$ cat src/rtl/lsu_align.sv
// Load/store alignment unit in front of a word-wide data memory.
// Turns byte-addressed RV32 loads/stores into word accesses; sub-word stores use read-modify-write.
module lsu_align #(
    parameter int AW = 11,
    parameter int DW = 32
) (
    input  logic          clk,
    input  logic          rst_n,
    input  logic          req_valid,
    output logic          req_ready,
    input  logic          req_we,
    input  logic [2:0]    req_func3,
    input  logic [31:0]   req_addr,
    input  logic [DW-1:0] req_wdata,
    output logic          resp_valid,
    output logic          resp_err,
    output logic [DW-1:0] resp_rdata,
    output logic [AW-1:0] mem_addr,
    output logic          mem_wr,
    output logic [DW-1:0] mem_wdata,
    output logic [2:0]    mem_func3,
    input  logic [DW-1:0] mem_rdata
);

    typedef enum logic [2:0] {
        S_IDLE, S_LOAD, S_WRITE, S_RMW_RD, S_RMW_WR, S_ERR, S_RESP
    } state_t;

    state_t state, state_nxt;

    logic          we_q;
    logic [2:0]    f3_q;
    logic [AW+1:0] addr_q;
    logic [DW-1:0] wdata_q;
    logic [DW-1:0] merge_q;
    logic [DW-1:0] rdata_q;
    logic          err_q;

    logic          accept;
    logic          illegal;
    logic [1:0]    off;
    logic [DW-1:0] shifted;
    logic [DW-1:0] load_ext;
    logic [DW-1:0] wdata_sh;
    logic [3:0]    byte_en;
    logic [DW-1:0] merged;

    // Upper address bits fall outside the memory and are intentionally dropped.
    logic unused_addr_hi;
    assign unused_addr_hi = ^{req_addr[31:AW+2], we_q};

    assign accept = req_valid && req_ready;
    assign off    = addr_q[1:0];

    always_comb begin
        illegal = 1'b0;
        if (req_we)
            illegal = req_func3[2] || (req_func3[1:0] == 2'b11);
        else
            illegal = (req_func3 == 3'd3) || (req_func3 == 3'd6) || (req_func3 == 3'd7);
        if (req_func3[1:0] == 2'b01 && req_addr[0])
            illegal = 1'b1;
        if (req_func3[1:0] == 2'b10 && req_addr[1:0] != 2'b00)
            illegal = 1'b1;
    end

    always_comb begin
        state_nxt = state;
        case (state)
            S_IDLE: begin
                if (accept) begin
                    if (illegal)                      state_nxt = S_ERR;
                    else if (!req_we)                 state_nxt = S_LOAD;
                    else if (req_func3[1:0] == 2'b10) state_nxt = S_WRITE;
                    else                              state_nxt = S_RMW_RD;
                end
            end
            S_LOAD:   state_nxt = S_RESP;
            S_WRITE:  state_nxt = S_RESP;
            S_RMW_RD: state_nxt = S_RMW_WR;
            S_RMW_WR: state_nxt = S_RESP;
            S_ERR:    state_nxt = S_RESP;
            S_RESP:   state_nxt = S_IDLE;
            default:  state_nxt = S_IDLE;
        endcase
    end

    // Load extraction: shift the addressed lane down, then extend by funct3.
    assign shifted = mem_rdata >> {off, 3'b000};

    always_comb begin
        case (f3_q)
            3'd0:    load_ext = {{24{shifted[7]}}, shifted[7:0]};
            3'd1:    load_ext = {{16{shifted[15]}}, shifted[15:0]};
            3'd4:    load_ext = {24'd0, shifted[7:0]};
            3'd5:    load_ext = {16'd0, shifted[15:0]};
            default: load_ext = shifted;
        endcase
    end

    // Store merge: new data is pre-shifted into its lane, byte_en picks which lanes to replace.
    assign wdata_sh = wdata_q << {off, 3'b000};
    assign byte_en  = (f3_q[1:0] == 2'b00) ? (4'b0001 << off) : (4'b0011 << off);

    for (genvar i = 0; i < 4; i++) begin : g_lane
        assign merged[8*i +: 8] = byte_en[i] ? wdata_sh[8*i +: 8] : merge_q[8*i +: 8];
    end

    always_ff @(posedge clk) begin
        if (!rst_n) begin
            state   <= S_IDLE;
            we_q    <= 1'b0;
            f3_q    <= 3'd0;
            addr_q  <= '0;
            wdata_q <= '0;
            merge_q <= '0;
            rdata_q <= '0;
            err_q   <= 1'b0;
        end else begin
            state <= state_nxt;
            if (accept) begin
                we_q    <= req_we;
                f3_q    <= req_func3;
                addr_q  <= req_addr[AW+1:0];
                wdata_q <= req_wdata;
            end
            case (state)
                S_LOAD:   rdata_q <= load_ext;
                S_RMW_RD: merge_q <= mem_rdata;
                S_ERR:    err_q   <= 1'b1;
                S_RESP: begin
                    rdata_q <= '0;
                    err_q   <= 1'b0;
                end
                default: ;
            endcase
        end
    end

    assign req_ready  = (state == S_IDLE);
    assign resp_valid = (state == S_RESP);
    assign resp_rdata = rdata_q;
    assign resp_err   = err_q;
    assign mem_func3  = 3'b010;

    always_comb begin
        mem_addr  = '0;
        mem_wr    = 1'b0;
        mem_wdata = '0;
        case (state)
            S_LOAD, S_RMW_RD: mem_addr = addr_q[AW+1:2];
            S_WRITE: begin
                mem_addr  = addr_q[AW+1:2];
                mem_wr    = 1'b1;
                mem_wdata = wdata_q;
            end
            S_RMW_WR: begin
                mem_addr  = addr_q[AW+1:2];
                mem_wr    = 1'b1;
                mem_wdata = merged;
            end
            default: ;
        endcase
    end

endmodule

$ cat config.mk
export PLATFORM = sky130hd
export DESIGN_NAME = lsu_align
export DESIGN_NICKNAME = d
export VERILOG_FILES = /design/src/rtl/lsu_align.sv
export SDC_FILE = /design/constraint.sdc
export NUM_CORES = 1
export LEC_CHECK = 0
export CORE_AREA = 2 2 132 134
export DETAILED_ROUTE_END_ITERATION = 10
export DIE_AREA = 0 0 134 136
export GPL_TIMING_DRIVEN = 0
export MAX_ROUTING_LAYER = met4
export PLACE_DENSITY = 0.73
export SLEW_MARGIN = 20
export SYNTH_ARGS = -nofsm -noshare
export SYNTH_HDL_FRONTEND = slang
export SYNTH_SLANG_ARGS = --single-unit
$ cat constraint.sdc
create_clock -name clk -period 6.91 [get_ports clk]
set_input_delay 2.073 -clock clk [delete_from_list [all_inputs] [get_ports clk]]
set_output_delay 2.073 -clock clk [all_outputs]
set_load 0.005 [all_outputs]
==> impl_metrics.csv <==
group,metric,value,unit
outcome,status,"complete, no violations",
yosys,ys_ff_latch,116,
sta,worstMarginPinSlew,1.07,ns
critical_path,cpLargestDelayFamily,"buffers and inverters",
die,chipHeight,136,µm
critical_path,cp_num_cells,6,
detailed_routing,drtIter0Drc,376,
yosys,synth-edff-count,0,
sta,hold_slack,0.457,ns
detailed_routing,drt_wl_total,19.3,mm
critical_path,crit_slowest_cell,"nor3b_1",
critical_path,path_cells,"buf_2 > nor3b_1 > clkbuf_1 > nand2_1 > o21ai_0 > clkdlybuf4s50_1",
yosys,synth_ff_type,"dfxtp_1",
layout,diodes,0,
yosys,synth-async-reset-ratio,0,%
detailed_routing,drc,0,
layout,regArea,2320,µm²
clock_tree,cts-buffers-inserted,17,
global_routing,overflow,0,
sta,fmax,0.194,GHz
sta,fin_crit_sh,74.6,%
clock_tree,cts_hold_buf,0,
sta,finalHoldViolCount,0,
yosys,avgSynthCellArea,8.67,µm²
layout,layout-area-overhead-vs-synth,42.3,%
clock_tree,cts_setup_buffers,0,
sta,rsz0062_at_grt,"no",
clock_tree,cts_sinks,116,
clock_tree,cts_resized,0,
global_routing,grt_pass1_vias,5673,
sta,setup_viol,0,
critical_path,crit_buf_inv,3,
yosys,postSynthCellCount,672,
sta,finalMaxSlewViolations,0,
detailed_routing,routed_via_density,5.16,
pwr,leakagePower,2.91,nW
pwr,netSwitchingPower,0.532,mW
layout,fill_cells,1622,
critical_path,reg2regPathDepth,6,
critical_path,max_stage_delay,0.89,ns
critical_path,cp-end-kind,"output port",
clock_tree,cts_max_path_buffers,2,
pwr,irDropWorstVdd,0.178,mV
placed_design,io_buffers,162,
clock_tree,insertion_delay,0.42,ns
pwr,pwr-share-comb,19.9,%
layout,nets,957,
yosys,syn_area,5820,µm²
global_routing,track_usage,22.1,%
clock_tree,root_buffer,"clkbuf_16",
pwr,p_clk_share,42.5,%
pwr,p_int,1.43,mW
pwr,power_density,237,nW/µm²
sta,min_period,5.15,ns
sta,fin_tns_setup,0,ns
min_path,holdPathStages,2,
die,die-area,18200,µm²
sta,max_slew_margin,28.6,%
die,initial_core_util,34.5,%
job,cap_violations,0,
detailed_routing,antenna_left,0,
critical_path,worstPathMaxFanout,10,
critical_path,critical_path_arrival,3.08,ns
pwr,seqPwrFrac,37.6,%
die,core_area,16900,µm²
sta,skew,0.00719,ns
critical_path,critPathLaunchType,"flip-flop",
detailed_routing,via_count,5633,
placed_design,dp_hpwl,14.7,mm
global_routing,antenna_found_initial,0,
layout,drive_above_1_share,10.2,%
global_routing,grt_max_degree,17,
yosys,yosysWarnings,0,
detailed_routing,avgRoutedWirePerCell,17.7,µm
detailed_routing,drt_first_pass_iters,5,
critical_path,worstSetupPathType,"flip-flop to output port",
clock_tree,cts.clk_slew.worst_paths,0.05,ns
layout,multi_input_area,3230,µm²
layout,post-route-util,49.1,%
die,fp.dieW,134,µm
die,ios,185,
die,num_rows,48,
clock_tree,cts_tree,"done",
yosys,synth.distinct_cells,51,
critical_path,cp_data_required_time,4.84,ns
min_path,hp-class,"flip-flop to flip-flop",
global_routing,grt_pass1_wl,29.9,mm
pwr,swShare,27.1,%
yosys,seq_area_frac_synth,39.9,%
clock_tree,htree_num_levels,4,
placed_design,place.gp.congestion,0.899,
## layout by cell type, fill, tap and decap left out, types with 2 or more instances in the layout
master	count
a21boi_0	76
a21boi_1	5
a21o_1	3
a21oi_1	11
a221o_1	16
a221oi_1	9
a22o_1	8
a22oi_1	8
a32o_1	7
and2_1	13
and3_1	2
buf_1	2
buf_2	18
buf_4	5
buf_6	2
clkbuf_1	35
clkbuf_16	17
clkbuf_8	5
clkdlybuf4s50_1	162
clkinv_2	3
conb_1	3
dfxtp_1	116
mux2_2	18
mux2i_1	25
mux4_2	8
nand2_1	188
nand3b_1	2
nor2_1	16
nor2b_1	11
nor3_2	2
nor3b_1	2
o21ai_0	26
o2bb2ai_1	13
o31ai_1	7
## final cells by class
class	count	share of cell area, %
timing repair buffer	162	19.6
buffer	57	3.26
sequential	116	28.0
inverter	2	0.0906
tap	225	3.40
multi-input combinational	498	38.9
clock buffer	27	6.19
clock inverter	4	0.543
## synthesized netlist by cell type, drive strengths merged (3+ instances only)
cell     number  area [µm²]
nor2         17        66.3
a21boi       81         608
a21o          3        22.5
and2         14        87.6
a221oi        9        78.8
clkbuf       30         113
nor2b        11        68.8
o31ai         8        65.1
mux2         18         203
a221o        16         160
nand2       189         717
a22oi         8        60.1
mux2i        25         250
o21ai        26         130
o2bb2ai      13         114
dfxtp       116        2320
buf          27         158
a21oi        12        63.8
mux4          8         180
a22o          8        70.1
nor3          3        25.0
a32o          7        70.1
nor3b         4        46.3
## power by group through the flow
| stage | clock network (mW) | logic [mW] | registers [mW] |
|---|---|---|---|
| after detailed placement | 0 | 0.387 | 0.751 |
| after global routing | 0.873 | 0.430 | 0.742 |
| final | 0.833 | 0.392 | 0.738 |
| after global placement | 0 | 0.384 | 0.750 |
| after floorplan | 0 | 0.216 | 0.742 |
| after CTS | 0.843 | 0.390 | 0.737 |
## cell families after synthesis
logic type | Yosys count | synth area share (%)
simple gates | 247 | 18.4
buf+inv | 59 | 4.77
compound gates | 196 | 25.8
mux | 51 | 10.9
xor+xnor | 1 | 0.150
flops | 116 | 39.9
other cells | 2 | 0.129
## state kept, by name, summed over array words and instances (netlist names)
name / cells
f3_q: 3
addr_q: 13
resp_err: 1
resp_rdata: 32
wdata_q: 32
merge_q: 32
state: 3
## tightest hold or removal path: cells and delay by family, from the launching register on
kind | cells | cell delay (ns)
compound gates | 1 | 0.05
flops | 1 | 0.31
simple gates | 1 | 0.05
## layer usage
| layer | part of all wire [%] | global-route usage, % |
|---|---|---|
| met4 | 3.1 | 9.10 |
| met3 | 6.6 | 5.56 |
| met1 | 43 | 26.9 |
| met5 | 0 | - |
| met2 | 47 | 35.1 |
## metrics by stage
stage,setup slack [ns],power (mW),instance area [µm²],std cells
5_1_grt,1.55,2.04,8290,1091
6_report,1.76,1.96,8290,1091
3_5_place_dp,2.29,1.14,7730,1060
2_1_floorplan,3.25,0.958,5830,673
4_1_cts,1.82,1.97,8290,1091
3_3_place_gp,2.28,1.13,7730,1060
## final timing paths
path | from | endpoint | slack (ns)
max | state[1] | mem_wdata[21] | 1.76
max reg2reg | addr_q[0] | resp_rdata[12] | 4.79
min | merge_q[0] | merge_q[0] | 0.46
min reg2reg | merge_q[0] | merge_q[0] | 0.46
No activity file was read; power rests on OpenSTA's default activity.
